## src/rtl/corral_autoplayer.sv

```systemverilog
// rtl/corral_autoplayer.sv - automated chase player driving the corral game pin interface
// Optional watchdog on frame waits: define CORRAL_AUTOPLAYER_TIMEOUT_EN.
module corral_autoplayer #(
    parameter int MAX_MOVES      = 63,
    parameter int TIMEOUT_CYCLES = 255
) (
    input  logic       clock,
    input  logic       reset_n,
    input  logic       start,
    input  logic       game_ready,
    input  logic [3:0] game_data,
    input  logic       game_gameover,
    input  logic       game_lostwon,
    output logic       game_enter,
    output logic [2:0] game_move,
    output logic       busy,
    output logic       done,
    output logic       won,
    output logic       timed_out,
    output logic [7:0] move_count,
    output logic [3:0] cowboy_pos,
    output logic [3:0] horse_pos
);

    localparam logic [7:0] LP_MAX_MOVES = 8'(MAX_MOVES);

    localparam logic [2:0] MV_STAY  = 3'd0;
    localparam logic [2:0] MV_UP    = 3'd1;
    localparam logic [2:0] MV_DOWN  = 3'd2;
    localparam logic [2:0] MV_LEFT  = 3'd3;
    localparam logic [2:0] MV_RIGHT = 3'd4;

    typedef enum logic [2:0] {
        ST_IDLE,
        ST_START,
        ST_WAIT_C,
        ST_WAIT_H,
        ST_DECIDE,
        ST_ISSUE,
        ST_DONE
    } state_t;

    state_t     r_state;
    state_t     w_next_state;
    logic       r_game_enter;
    logic [2:0] r_game_move;
    logic       r_busy;
    logic       r_done;
    logic       r_won;
    logic       r_timed_out;
    logic [7:0] r_move_count;
    logic [3:0] r_cowboy_pos;
    logic [3:0] r_horse_pos;
    logic       r_gameover;
    logic       r_lostwon;
    logic [2:0] w_move;
    logic       w_new_game;
    logic       w_timeout;

`ifdef CORRAL_AUTOPLAYER_TIMEOUT_EN
    localparam logic [15:0] LP_WD_LAST = 16'(TIMEOUT_CYCLES - 1);
    logic [15:0] r_wd_count;
    assign w_timeout = (r_state == ST_WAIT_C) && !game_ready && (r_wd_count == LP_WD_LAST);
`else
    assign w_timeout = 1'b0;
`endif

    assign w_new_game = ((r_state == ST_IDLE) || (r_state == ST_DONE)) && start;

    // Close rows first, then columns; each step moves toward an on-grid target, so it stays on-grid.
    always_comb begin
        w_move = MV_STAY;
        if (r_cowboy_pos[3:2] < r_horse_pos[3:2])
            w_move = MV_DOWN;
        else if (r_cowboy_pos[3:2] > r_horse_pos[3:2])
            w_move = MV_UP;
        else if (r_cowboy_pos[1:0] < r_horse_pos[1:0])
            w_move = MV_RIGHT;
        else if (r_cowboy_pos[1:0] > r_horse_pos[1:0])
            w_move = MV_LEFT;
    end

    always_comb begin
        w_next_state = r_state;
        case (r_state)
            ST_IDLE:   if (start) w_next_state = ST_START;
            ST_START:  w_next_state = ST_WAIT_C;
            ST_WAIT_C: begin
                if (game_ready)
                    w_next_state = ST_WAIT_H;
                else if (w_timeout)
                    w_next_state = ST_DONE;
            end
            ST_WAIT_H: w_next_state = r_gameover ? ST_DONE : ST_DECIDE;
            ST_DECIDE: w_next_state = (r_move_count == LP_MAX_MOVES) ? ST_DONE : ST_ISSUE;
            ST_ISSUE:  w_next_state = ST_WAIT_C;
            ST_DONE:   if (start) w_next_state = ST_START;
            default:   w_next_state = ST_IDLE;
        endcase
    end

    always_ff @(posedge clock) begin
        if (!reset_n) begin
            r_state      <= ST_IDLE;
            r_game_enter <= 1'b0;
            r_game_move  <= MV_STAY;
            r_busy       <= 1'b0;
            r_done       <= 1'b0;
            r_won        <= 1'b0;
            r_timed_out  <= 1'b0;
            r_move_count <= 8'd0;
            r_cowboy_pos <= 4'd0;
            r_horse_pos  <= 4'd0;
            r_gameover   <= 1'b0;
            r_lostwon    <= 1'b0;
        end else begin
            r_state      <= w_next_state;
            // Strobe outputs are decoded from the next state so they line up with START/ISSUE.
            r_game_enter <= (w_next_state == ST_START) || (w_next_state == ST_ISSUE);
            r_game_move  <= (w_next_state == ST_ISSUE) ? w_move : MV_STAY;
            r_busy       <= (w_next_state != ST_IDLE) && (w_next_state != ST_DONE);
            r_done       <= (w_next_state == ST_DONE);

            if (w_new_game) begin
                r_move_count <= 8'd0;
                r_won        <= 1'b0;
                r_timed_out  <= 1'b0;
            end
            if ((r_state == ST_WAIT_C) && game_ready) begin
                r_cowboy_pos <= game_data;
                r_gameover   <= game_gameover;
                r_lostwon    <= game_lostwon;
            end
            if (r_state == ST_WAIT_H) begin
                r_horse_pos <= game_data;
                if (r_gameover)
                    r_won <= r_lostwon;
            end
            if ((r_state == ST_DECIDE) && (w_next_state == ST_ISSUE) && (r_move_count != 8'hFF))
                r_move_count <= r_move_count + 8'd1;
            if (w_timeout) begin
                r_timed_out <= 1'b1;
                r_won       <= 1'b0;
            end
        end
    end

`ifdef CORRAL_AUTOPLAYER_TIMEOUT_EN
    always_ff @(posedge clock) begin
        if (!reset_n || (r_state != ST_WAIT_C))
            r_wd_count <= 16'd0;
        else if (!game_ready)
            r_wd_count <= r_wd_count + 16'd1;
    end
`endif

    assign game_enter = r_game_enter;
    assign game_move  = r_game_move;
    assign busy       = r_busy;
    assign done       = r_done;
    assign won        = r_won;
    assign timed_out  = r_timed_out;
    assign move_count = r_move_count;
    assign cowboy_pos = r_cowboy_pos;
    assign horse_pos  = r_horse_pos;

endmodule
```

## config.mk

```make
export PLATFORM = sky130hd
export DESIGN_NAME = corral_autoplayer
export DESIGN_NICKNAME = d
export VERILOG_FILES = /design/src/rtl/corral_autoplayer.sv
export SDC_FILE = /design/constraint.sdc
export NUM_CORES = 1
export LEC_CHECK = 0
export ABC_AREA = 1
export ABC_CLOCK_PERIOD_IN_PS = 2700
export CAP_MARGIN = 20
export CORE_MARGIN = 8
export CORE_UTILIZATION = 42
export CTS_CLUSTER_SIZE = 16
export DETAILED_ROUTE_END_ITERATION = 10
export GPL_TIMING_DRIVEN = 0
export PLACE_DENSITY_LB_ADDON = 0.08
export REMOVE_ABC_BUFFERS = 1
export SKIP_LAST_GASP = 1
export SLEW_MARGIN = 20
export SYNTH_ARGS = -nofsm -noshare
export SYNTH_HDL_FRONTEND = slang
export SYNTH_SLANG_ARGS = --single-unit
```

## constraint.sdc

```tcl
create_clock -name clock -period 2.7 [get_ports clock]
set_clock_uncertainty 0.1 [all_clocks]
set_input_delay 0.81 -clock clock [delete_from_list [all_inputs] [get_ports clock]]
set_output_delay 0.81 -clock clock [all_outputs]
set_load 0.005 [all_outputs]
```

# Yosys cells after proc, flatten, opt, wreduce, memory -nomap -nowiden
# Index checks and enable logic that the tools add are counted.
# word_totals
out_inout_bits,24
register_bits,28
in_bits,10
# op_classes
eq_ne,12
order_cmp,4
n_mux,14
bitwise,2
addsub,1
reduce_logical,15
# ops
op,count
8-bit two-way mux,2
"3-bit equality test, second input constant",5
3-bit case mux with 5 select lines,1
2-bit two-way mux,5
3-bit two-way mux,3
"8-bit by 1-bit adder with 8-bit output, second input constant",1
"8-bit by 6-bit equality test with 1-bit output, second input constant",1
"8-bit != test, second input constant",1
"3-bit by 1-bit equality test with 1-bit output, second input constant",2
"3-bit by 2-bit equality test with 1-bit output, second input constant",2
1-bit logical AND,5
2-bit greater-than comparator,2
2-bit < comparator,2
2-bit OR reduction,2
4-bit OR reduction,1
3-bit zero test,1
1-bit two-way mux,3
"3-bit != test, second input constant",1
3-bit nonzero test,1
3-bit OR reduction,1
1-bit logical OR,2
1-bit NOT,2
2-bit AND reduction,1
2-bit nonzero test,1

# Logic depth before layout (Yosys ltp)
# depth
word_depth,7
depth_mapped,9
ltp_nobuf,9

# Least setup slack after synthesis
# OpenSTA, ideal clock, no wires.
# synth_path
path_kind,input to register
from,in start
to,reg r_busy (netlist: busy)
setup_ns,0.113
t_arrival_ns,1.328
slack_ns,1.159
cell_stages,6
required_time_ns,2.487
path_buffers,0
cell_sequence,nand2_2 nand2_1 nor2_2 nand2_1 nor2_1 nor2_1
# synth_via
elab_chain_cells,4
word_cells_on_any_way,5
classes_between,1 x eq/ne; 2 x mux; 2 x reduce/logical
# synth_rtl
item,line,source
start: declaration,9,"input logic start,"
3-bit two-way mux *,"86, 97",
3-bit case mux with 5 select lines *,85,case (r_state)
3-bit != test / 3-bit nonzero test (equally long branches),121,r_busy <= (w_next_state != ST_IDLE) && (w_next_state != ST_DONE);
1-bit logical AND *,121,
end signal: assignment,121,
end: declaration,47,logic r_busy;
# Mark *: on every way between the ends. The rest lies on a longest branch, timed or not.
# A chain may end at the register's enable or synchronous reset.

# Worst setup path in the final report
# layout_path
from,reg r_move_count[6] (netlist: move_count[6])
to,out move_count[6]
# layout_rtl
item,line,source
start: declaration,51,logic [7:0] r_move_count;
start signal: assignment,140,r_move_count <= r_move_count + 8'd1;
end: declaration,20,"output logic [7:0] move_count,"
# No word-level cell between the ends.

==> flow_metrics.tcl <==
set metrics [dict create \
    clock_path_buffers 2 \
    avgSynthCellArea_um2 7.51 \
    critPathTopFamily "buffers and inverters" \
    tightestPinTransition_ns 0.558 \
    viasPerCell 4.94 \
    grt_pass1_vias 1170 \
    drt_wl_total_mm 3.04 \
    rows 20 \
    grt_pass1_wl_mm 5.14 \
    cpPeakStageDelay_ns 0.56 \
    worst-path-buf-inv 1 \
    core-area_um2 3050 \
    fin_setup_tns_ns 0 \
    syn_to_final_growth_pct 30.0 \
    place.port_buffers 32 \
    async_flop_share_pct 0 \
    track_usage_pct 12.0 \
    syn-instance-count 178 \
    gp_congestion 0.866 \
    synth_top_area_cell "dfxtp_1" \
    synth.most_common_cell "dfxtp_1" \
    remaining_drc_errors 0 \
    cts.repair.resized 0 \
    chipWidth_um 72.4 \
    period_share_pct 85.0 \
    fillers 320 \
    maxCapViolCount 0 \
    finalSetupViolCount 0 \
    netlist_area_um2 1340 \
    clockRootBuffer "clkbuf_4" \
    crit_chain "clkdlybuf4s50_1" \
    h-tree-depth 1 \
    path_clk_slew_ns 0.16 \
    crit_slowest_cell "clkdlybuf4s50_1" \
    ir_drop_mv 0.241 \
    wl_per_cell_um 12.0 \
    cts_tree "built" \
    clkLatencyLatePin_ns 0.33 \
    power.leakage_nw 0.690 \
    synth_edf_count 0 \
    ys_ff_latch 28 \
    die-area_um2 5250 \
    post_route_cells_drive_above_1_share_pct 7.62 \
    period_minus_slack_ns 2.30 \
    antenna_found_initial 0 \
    drt-initial-drc-count 76 \
    final-hold-violation-count 0 \
    postCtsHoldBufs 0 \
    netlist_top_cells_area "dfxtp_1 42%, nand2_1 6.7%, nand3_1 6.4%, inv_1 6.2%, nor2_1 6.2%" \
    crit_fanout 7 \
    layout.nets 226 \
    place.detailed.hpwl_mm 2.32 \
    path_class "reg -> out" \
    rsz0062_at_grt "false" \
    hold_path.class "reg -> reg" \
    endpoint_kind "output port" \
    worstSetupStartpointType "register" \
    powerDensity_nw_per_um2 486 \
    max_freq_ghz 0.436 \
    cp.required_ns 1.79 \
    synth_top_area_share_pct 41.9 \
    crit_arrival_ns 1.39 \
    io_pins 34 \
    die_h_um 72.4 \
    max-slew-margin-rel_pct 62.7 \
    ff2ff_setup_slack_ns 0.82 \
    yosys-top-cells-count "28 x dfxtp_1, 24 x nand2_1, 22 x inv_1, 22 x nor2_1, 17 x nand3_1" \
    drtPass1Iterations 4 \
    post_cts_buffers 0 \
    grt_start_max_net_pins 18 \
    start_util_pct 43.8 \
    ys_seq_area_share_pct 41.9 \
    cts_num_sinks 28 \
    grt_overflow 0 \
    antenna_left 0 \
    status "finished clean" \
    synth_ff_type "dfxtp_1" \
    diodes 0 \
    yosys_warnings 0 \
    yosysUniqueCellTypes 26 \
    hold_ws_ns 0.375 \
    numCtsBuffers 3 \
    vias 1255 \
    slew_violations 0 \
]
[per-layer routing]
metal	vias up	part of all wire, %	global-route usage, %
met4	0	0.72	4.00
met5	-	0	0
met3	2	4.6	3.31
met1	581	47	13.9
met2	20	47	20.6
li1	652	-	-
[final timing paths]
kind | endpoint | start | depth (start not counted)
worst min-delay path | won | won | 2
worst min register to register | won | won | 2
worst max-delay path | move_count[6] | move_count[6] | 1
worst max register to register | move_count[7] | move_count[0] | 7
[cells in the final DEF (no fill, tap or decap), types with 2 or more instances in the layout]
cell | Yosys | routed
dfxtp_1 | 28 | 28
nand4_1 | 5 | 5
nand3_2 | 4 | 4
nor2_2 | 3 | 3
nand2_1 | 24 | 24
nor3_1 | 2 | 2
clkdlybuf4s50_1 | 0 | 32
o21ai_0 | 15 | 15
a21oi_1 | 14 | 14
ha_1 | 5 | 5
o21bai_1 | 2 | 2
clkbuf_4 | 0 | 3
nor2_1 | 22 | 22
inv_1 | 22 | 22
nand2_2 | 2 | 2
nand3_1 | 17 | 17
[through the flow]
step	power, mW	utilization [%]	area (um^2)	worst slack [ns]	std cells
6_report	0.845	57.0	1740	0.405	254
5_1_grt	0.883	57.0	1740	0.343	254
4_1_cts	0.852	57.0	1740	0.383	254
3_3_place_gp	0.574	55.2	1690	0.316	250
3_5_place_dp	0.578	55.2	1690	0.301	250
2_1_floorplan	0.520	-	1310	1.13	174
[sequential cells by signal, indices dropped and copies added, names as in the netlist]
| register | flops |
|---|---|
| horse_pos | 4 |
| won | 1 |
| busy | 1 |
| done | 1 |
| r_state | 3 |
| cowboy_pos | 4 |
| r_gameover | 1 |
| game_enter | 1 |
| r_lostwon | 1 |
| game_move | 3 |
| move_count | 8 |
[cell families after synthesis]
logic type / count (synthesis) / share of synthesized area [%]
buf+inv: 26 / 8.14
simple gates: 84 / 31.3
fa+ha+maj: 5 / 4.68
other cells: 1 / 0.280
compound gates: 33 / 13.0
flops: 28 / 41.9
xor+xnor: 1 / 0.655
[power breakdown]
part | internal, mW | switching [mW]
registers | 0.431 | 0.0125
clock network | 0.150 | 0.127
logic | 0.0565 | 0.0688
total | 0.637 | 0.208
[cell type report]
class	instances	area [um^2]	share of cell area, %
inverters	22	82.6	4.75
repair buffers	32	320	18.4
multi-input cells	124	668	38.4
clock inverters	1	30.0	1.73
flip-flops and latches	28	561	32.2
clock buffers	3	22.5	1.29
well taps	44	55.1	3.17
(Power assumes the default switching activity.)
